===== config.mk =====
export PLATFORM = sky130hd
export DESIGN_NAME = path_sequencer
export DESIGN_NICKNAME = d
export VERILOG_FILES = /design/src/rtl/path_sequencer.sv
export SDC_FILE = /design/constraint.sdc
export NUM_CORES = 1
export LEC_CHECK = 0
export ABC_CLOCK_PERIOD_IN_PS = 2700
export BUFFER_PORTS_ARGS = -buffer_cell sky130_fd_sc_hd__buf_2
export CORE_MARGIN = 1.5
export CORE_UTILIZATION = 45
export CTS_BUF_LIST = sky130_fd_sc_hd__clkbuf_8
export CTS_CLUSTER_SIZE = 14
export DETAILED_ROUTE_END_ITERATION = 10
export GPL_TIMING_DRIVEN = 0
export PLACE_DENSITY = 0.66
export REMOVE_ABC_BUFFERS = 1
export SLEW_MARGIN = 20
export SYNTH_ARGS = -nofsm -noshare
export SYNTH_HDL_FRONTEND = slang
export SYNTH_SLANG_ARGS = --single-unit

===== constraint.sdc =====
create_clock -name clk -period 2.7 [get_ports clk]
set_clock_uncertainty 0.2 [all_clocks]
set_input_delay 0.27 -clock clk [delete_from_list [all_inputs] [get_ports clk]]
set_output_delay 0.27 -clock clk [all_outputs]
set_load 0.02 [all_outputs]

===== src/rtl/path_sequencer.sv =====
// path_sequencer: issues packed node paths from a writable table.
// Ports: clk, rst, wr_en/wr_idx/wr_path/wr_len, start, fi, new_path -> path_out, path_len, path_idx, flag_out, busy, done. Option: PATH_LOOP_EN.
module path_sequencer #(
  parameter int NODE_W    = 5,
  parameter int MAX_NODES = 14,
  parameter int NUM_PATHS = 4,
  localparam int PATH_W = NODE_W * MAX_NODES,
  localparam int IDX_W  = (NUM_PATHS > 1) ? $clog2(NUM_PATHS) : 1,
  localparam int LEN_W  = $clog2(MAX_NODES + 1)
) (
  input  logic              clk,
  input  logic              rst,
  input  logic              wr_en,
  input  logic [IDX_W-1:0]  wr_idx,
  input  logic [PATH_W-1:0] wr_path,
  input  logic [LEN_W-1:0]  wr_len,
  input  logic              start,
  input  logic              fi,
  input  logic              new_path,
  output logic [PATH_W-1:0] path_out,
  output logic [LEN_W-1:0]  path_len,
  output logic [IDX_W-1:0]  path_idx,
  output logic              flag_out,
  output logic              busy,
  output logic              done
);

  typedef enum logic [1:0] {
    IDLE,
    RUN,
    HOLD,
    DONE
  } state_t;

  localparam logic [IDX_W:0] NP =
    (IDX_W + 1)'(NUM_PATHS);
  localparam logic [LEN_W-1:0] LMAX =
    LEN_W'(MAX_NODES);

  state_t state_q, state_d;

  logic [PATH_W-1:0] path_mem [NUM_PATHS];
  logic [LEN_W-1:0]  len_mem  [NUM_PATHS];

  logic              wr_ok;
  logic [LEN_W-1:0]  wr_len_c;
  logic [IDX_W:0]    nxt;
  logic [IDX_W-1:0]  nxt_idx;
  logic              load;
  logic [IDX_W-1:0]  load_idx;
  logic              flag_d;

  assign wr_ok    = wr_en && ({1'b0, wr_idx} < NP);
  assign wr_len_c = (wr_len > LMAX) ? LMAX : wr_len;
  assign nxt      = {1'b0, path_idx} + (IDX_W + 1)'(1);
  assign nxt_idx  = nxt[IDX_W-1:0];

  assign busy = (state_q == RUN) || (state_q == HOLD);
  assign done = (state_q == DONE);

  // Table: nonblocking writes, so an issue on the
  // same edge as a write sees the old contents.
  always_ff @(posedge clk) begin
    if (rst) begin
      for (int i = 0; i < NUM_PATHS; i++) begin
        path_mem[i] <= '0;
        len_mem[i]  <= '0;
      end
    end else if (wr_ok) begin
      path_mem[wr_idx] <= wr_path;
      len_mem[wr_idx]  <= wr_len_c;
    end
  end

  always_ff @(posedge clk) begin
    if (rst) begin
      state_q  <= IDLE;
      path_out <= '0;
      path_len <= '0;
      path_idx <= '0;
      flag_out <= 1'b0;
    end else begin
      state_q  <= state_d;
      flag_out <= flag_d;
      if (load) begin
        path_out <= path_mem[load_idx];
        path_len <= len_mem[load_idx];
        path_idx <= load_idx;
      end
    end
  end

  always_comb begin
    state_d  = state_q;
    load     = 1'b0;
    load_idx = '0;
    flag_d   = 1'b0;
    unique case (state_q)
      IDLE, DONE: begin
        if (start) begin
          if (len_mem[0] != '0) begin
            load    = 1'b1;
            state_d = RUN;
          end else begin
            state_d = DONE;
          end
        end
      end
      RUN: begin
        // fi wins; a coincident new_path is dropped
        if (fi) begin
          flag_d  = 1'b1;
          state_d = HOLD;
        end
      end
      HOLD: begin
        if (new_path) begin
          if (nxt < NP) begin
            if (len_mem[nxt_idx] != '0) begin
              load     = 1'b1;
              load_idx = nxt_idx;
              state_d  = RUN;
            end else begin
              state_d = DONE;
            end
          end else begin
`ifdef PATH_LOOP_EN
            if (len_mem[0] != '0) begin
              load    = 1'b1;
              state_d = RUN;
            end else begin
              state_d = DONE;
            end
`else
            state_d = DONE;
`endif
          end
        end
      end
      default: state_d = IDLE;
    endcase
  end

endmodule


**Word level (Yosys, flattened, before mapping)**

Memory sizes are Yosys's and may differ from the RTL's. A register that Yosys moved wholly into a read port is not among the register bits.
Index checks and enable logic that the tools add are counted.

- Multiplexer cells: 30
- Reductions and logical operators: 9
- Equal/unequal tests: 6
- Bitwise logic cells: 1
- Order comparisons: 2
- $add $sub $neg: 1

Operators by type and width:

| cell | number |
|---|---|
| 70-bit 2-to-1 mux | 1 |
| 70-bit OR reduction | 1 |
| 2-bit 2-to-1 mux | 12 |
| 1-bit 2-to-1 mux | 13 |
| 4-bit 2-to-1 mux | 2 |
| 4-bit nonzero test | 2 |
| 2-bit != test, second input constant | 3 |
| 2-bit one-hot mux with 3 select lines | 1 |
| 2-bit equality test, second input constant | 2 |
| 4-bit greater-than comparator, second input constant | 1 |
| 2-bit OR reduction | 2 |
| 4-bit OR reduction | 1 |
| 2-bit by 1-bit adder with 3-bit output, second input constant | 1 |
| 3-bit < comparator, second input constant | 1 |
| 3-bit AND reduction | 1 |
| 2-bit by 1-bit equality test with 1-bit output, second input constant | 1 |
| 2-bit logical NOT | 1 |
| 1-bit one-hot mux with 2 select lines | 1 |
| 1-bit logical OR | 1 |
| 1-bit inverter | 1 |

- Flip-flop bits (word level): 5
- Logic and storage cells: 54
- Input bits: 82
- Bits in writable memories: 296
- Memories: 2

Memories:

| memory | words | width | read ports | clocked after memory_dff | write ports | line | text |
|---|---|---|---|---|---|---|---|
| path_mem | 4 | 70 | 1 | 1 | 4 | 42 | `logic [PATH_W-1:0] path_mem [NUM_PATHS];` |
| len_mem | 4 | 4 | 3 | 1 | 4 | 43 | `logic [LEN_W-1:0] len_mem [NUM_PATHS];` |

**Logic depth before layout (Yosys ltp)**

An unclocked memory read counts as a cell.

- Depth after elaboration: 7
- Gate-level depth with buffers: 9
- Depth with buffers taken out: 6

**Worst setup path before layout**

OpenSTA, ideal clock, no wires.

- Path kind: input to register
- From: in rst
- To: mem len_mem[2][0] (netlist bit), enable pin
- Arrival: 1.951 ns
- Cell stages on the path: 4
- Setup slack: 0.149 ns
- Data required time: 2.100 ns
- Library setup time: 0.400 ns
- Path through: nand2b_1 > nor3b_1 > clkbuf_1 > or2_2

RTL lines:

| item | line | text |
|---|---|---|
| from (decl) | 12 | `input logic rst,` |
| to (decl) | 43 |  |

**Worst setup path after layout**

- From: reg path_idx[0]
- To: reg path_len[3] (read register of len_mem)

- Longest elaborated chain between the ends: 7

RTL lines:

| item | line | text |
|---|---|---|
| from (decl) | 22 | `output logic [IDX_W-1:0] path_idx,` |
| from (signal assigned) | 88 | `path_idx <= load_idx;` |
| 2-bit by 1-bit adder with 3-bit output * | 55 | `assign nxt = {1'b0, path_idx} + (IDX_W + 1)'(1);` |
| memory 4 x 4 bit | n/a |  |
| 4-bit nonzero test | 119 | `if (len_mem[nxt_idx] != '0) begin` |
| 1-bit 2-to-1 mux or 2-bit 2-to-1 mux (tied branches) | 119 |  |
| 1-bit 2-to-1 mux or 2-bit 2-to-1 mux (tied branches) | 118 | `if (nxt < NP) begin` |
| 1-bit 2-to-1 mux or 2-bit 2-to-1 mux (tied branches) | 117 | `if (new_path) begin` |
| 1-bit one-hot mux with 2 select lines or 2-bit 2-to-1 mux (tied branches) | 98 | `unique case (state_q)` |
| to (decl) | 21 | `output logic [LEN_W-1:0] path_len,` |

Every way passes the cells marked *; elsewhere a longest branch is shown, timed or not.
A chain may end at the register's enable or synchronous reset.

==> run summary <==
The flow ran to the end, and the final reports show no timing, DRC or antenna violations. The y dimension of the die came out at 205 um. The number of max-slew violations in the final report came out at 0. The worst setup path is of the reg -> reg kind.

The area share of the leading cell type in the synthesized netlist is 48.5%. The sequential cell area in the final layout came out at ~10000 sq um. The highest attainable clock frequency is 370 MHz. STA classifies the critical path startpoint as a register.

The total placed instance area came out at 20600 sq um. The via density per instance is roughly 6.2. The number of standard cells after synthesis came out at 1572. The number of placement rows is 73.

The total chip power came out at approximately 0.019 W. The count of state elements after synthesis is 375. The Yosys step of the flow raised 0 warnings.

The share of total power dissipated in the clock network is between 20% and 30%. The post-synth design cell area came out at roughly 18000 sq um. The final routed wirelength across all metal layers came out at 62.1 mm. The initial antenna violation count is 6. The die covers approximately 42000 sq um.

Of the total synthesized cell area, the portion taken by full adders, half adders and majority gates is 0.341%. The final route contains between 15k and 20k vias. The maximum resistive drop on vdd is approximately 0.31 mV. The signal arrival time at the worst endpoint is ~2.9 ns. The cell at the root of the clock tree is clkbuf_8. The congestion estimate from routability-driven global placement came to roughly 0.8. The net count of the finished layout came out at around 1.9k.

The number of DRC markers after the initial detailed-route iteration came out at 1531. The placed instance count came out at roughly 2.2k. For this configuration, the core starts out at a cell density of between 40% and 50%. The count of antenna-violating nets left after detailed routing is 0. TritonCTS built the clock tree. The number of global-route vias before repair is between 15k and 20k. The count of final setup violators is 0. The number of clock sinks came out at 375. The class of the tightest hold or removal check is in -> reg.

The dominant combinational cell family by area after synthesis is compound AO/OA/AOI/OAI gates. The fraction of power spent switching nets is around a third. Once routing completed, OpenROAD measured the worst setup slack at around 0.00025 ns.

OpenSTA, run right after detailed placement, puts the worst setup slack at -1.13 ns. The smallest clock period supported by the final layout is computed as 2.70 ns. The tool flagged a number of max-cap violations equal to 0. The global-route total usage across every layer is just under 30%. The final hold violation count came out at 0. By count the netlist is led by 296 x edfxtp_1, 293 x and2_1, 212 x nand3_1, 129 x clkbuf_1, 79 x dfxtp_1. The analysis attributes to cell leakage a power of ~8.5 nW. The worst setup path is captured at a register.

The area fraction in compound gates after synthesis is between 20% and 30%. The clock latency on the worst-skew pair came out at between 0.6 and 0.7 ns. The biggest fanout along the worst timing path is 18. The post-synthesis xor/xnor area fraction is 0%. The multiplexer share of the synthesized area came out at 0.273%.

The number of clock buffers inserted by TritonCTS is 66. The layout filler cell count came out at about 3.3k. The first global-routing pass estimated 92.2 mm of wire.

The number of detailed-route iterations in the first pass came out at 6. Measured against its own limit, the worst slew margin works out to 42.1%. The fraction of the mapped netlist area in simple logic gates is approximately 17%. The fraction of layout instances using a drive strength above 1 is around 28%. The count of distinct cell types in the synthesized netlist came out at 44. By area the synthesized netlist is led by edfxtp_1 49%, and2_1 10%, dfxtp_1 8.6%, nand3_1 5.8%, a31o_2 3.4%.

At the pin with the least slew margin, the transition time is slightly below 0.9 ns. The maximum clock path buffer count came out at 3. The delay of the slowest critical-path stage is about 0.37 ns. The share of the yosys chip area belonging to registers came out at between 50% and 60%. The die extent in x came out at 205 um. The worst-case hold slack is between 0.03 and 0.04 ns. The sequential fraction of design power is about two fifths. The most repeated library cell on the critical path is buf_8. The cell with the biggest individual delay on the critical path is dfxtp_4. The area of the multi-input gates came out at 7340 sq um. Cell internal power was estimated by the tool at ~0.012 W. The largest total area in the synthesized netlist belongs to edfxtp_1. The remaining routing DRC violations is 0.

Walking the worst path, the cells encountered are ha_4, and2_4, buf_12, a22oi_2, buf_4, buf_8, buf_8, a221oi_2, a211oi_1. At the worst endpoint, the required time is 2.93 ns. After layout, the worst path uses between 90% and 100% of the clock period. The number of H-tree levels is 3. For this run, the number of standard cells in the final layout without fillers is between 2k and 2.5k. The mean cell area of the mapped netlist came out at approximately 12 sq um. In the synthesized netlist the dominant register cell turns out to be edfxtp_1. In this run the tool buffered the top-level ports with 160 buffer cells.

The area growth from synthesis to final layout is 26.8%. The clock-pin slew on the worst setup and hold paths is ~0.060 ns. The proportion of register bits with asynchronous set or reset after synthesis came out at 0%. The remaining global-route overflow came out at 0. By instance count, the leading cell after synthesis is edfxtp_1. The switching power is between 0.006 and 0.007 W. The post-DP HPWL came out at ~35 mm.

Of the total power, combinational logic draws between 30 and 40%. Entering global routing, the biggest net connects between 60 and 70 pins. The total core area came out at 39900 sq um. The number of ports placed on the die boundary is 161.

The number of synthesized flops with an enable pin is slightly below 300. The total power density per cell area is just over 800 nW/um^2. The area of all placed cells without fillers is ~23000 sq um. The average wire per cell in the routed design is ~25 um.
-- final timing paths --
check | slack [ns] | endpoint | depth (start not counted) | from
worst min-delay path | 0.04 | path_idx[0] | 5 | rst
worst max register to register | 0.0003 | path_len[3] | 9 | path_idx[0]
worst min register to register | 0.33 | state_q[0] | 2 | state_q[0]
worst max-delay path | 0.0003 | path_len[3] | 9 | path_idx[0]
-- registers in the layout, indices dropped and copies added, names as in the netlist --
name / count
len_mem: 16
flag_out: 1
path_mem: 280
path_out: 70
state_q: 2
path_len: 4
path_idx: 2
-- cells in the final DEF, fill, tap and decap left out, types with 3 or more instances in the layout --
cell,instances
nor4_4,3
a22oi_1,72
or2_2,3
clkinv_2,4
buf_6,32
buf_8,18
buf_12,19
buf_4,65
a311oi_2,42
and2_1,292
or2_4,3
a31oi_1,70
mux2i_1,5
edfxtp_1,296
clkbuf_8,72
inv_1,37
nor2_1,4
a311oi_1,32
nand3_1,212
clkinv_1,12
a21boi_1,4
buf_2,159
or4_4,3
a21boi_0,74
diode_2,7
a221oi_1,3
dlygate4sd3_1,79
nor2b_1,4
a31o_2,70
dfxtp_1,77
buf_16,13
a211oi_1,9
a22oi_2,3
o21bai_1,70
-- layout make-up --
type / instances / area share, %
multi-input combinational: 1019 / 31.6
antenna: 7 / 0.0754
clock inverter: 47 / 0.813
timing repair buffer: 388 / 15.2
sequential: 375 / 45.1
tap: 525 / 2.83
inverter: 8 / 0.129
clock buffer: 72 / 4.27
-- layer usage --
| layer | routed length [um] | up-vias | track usage [%] |
|---|---|---|---|
| met1 | 24500 | 7588 | 38.5 |
| met3 | 6090 | 166 | 5.66 |
| met2 | 29500 | 877 | 48.0 |
| met4 | 2020 | 2 | 10.9 |
| met5 | 13 | - | 0 |
| li1 | - | 6614 | - |
-- power by group through the flow --
stage,combinational (W),sequential (W),clock (W)
floorplan,0.00298,0.00802,0
global placement,0.00596,0.00769,0
detailed placement,0.00599,0.00759,0
CTS,0.00631,0.00750,0.00484
global route,0.00691,0.00758,0.00509
finish,0.00651,0.00750,0.00480
-- kinds of logic (layout without fill, tap and decap cells) --
logic type / after synthesis / in the layout
compound gates: 464 / 464
fa+ha+maj: 5 / 5
other cells: 0 / 7
buf+inv: 184 / 515
flops: 375 / 375
simple gates: 539 / 545
mux: 5 / 5
-- critical path: cells and delay by family, from the launching register on --
kind	cells	cell delay, ns
flops	1	0.37
fa+ha+maj	1	0.32
compound gates	3	0.59
simple gates	1	0.32
buf+inv	4	0.70
-- per-stage QoR --
| stage | util (%) | TNS [ns] |
|---|---|---|
| after floorplan | - | -1168.95 |
| after global placement | 47.7 | -5560.58 |
| after detailed placement | 51.6 | -205.52 |
| after CTS | 57.6 | -0.00123 |
| after global routing | 58.2 | -0.131 |
| final | 58.2 | 0 |
-- timing repair --
| item | CTS | global route |
|---|---|---|
| pin swaps | 10 | 5 |
| endpoints found under the hold margin | 333 | 13 |
| cloned | 7 | 2 |
| buffers inserted | 24 | 23 |
| resized for setup | 17 | 9 |
| hold buffers | 81 | 1 |
| endpoints found under the setup margin | 187 | 47 |
(Power assumes the default switching activity.)
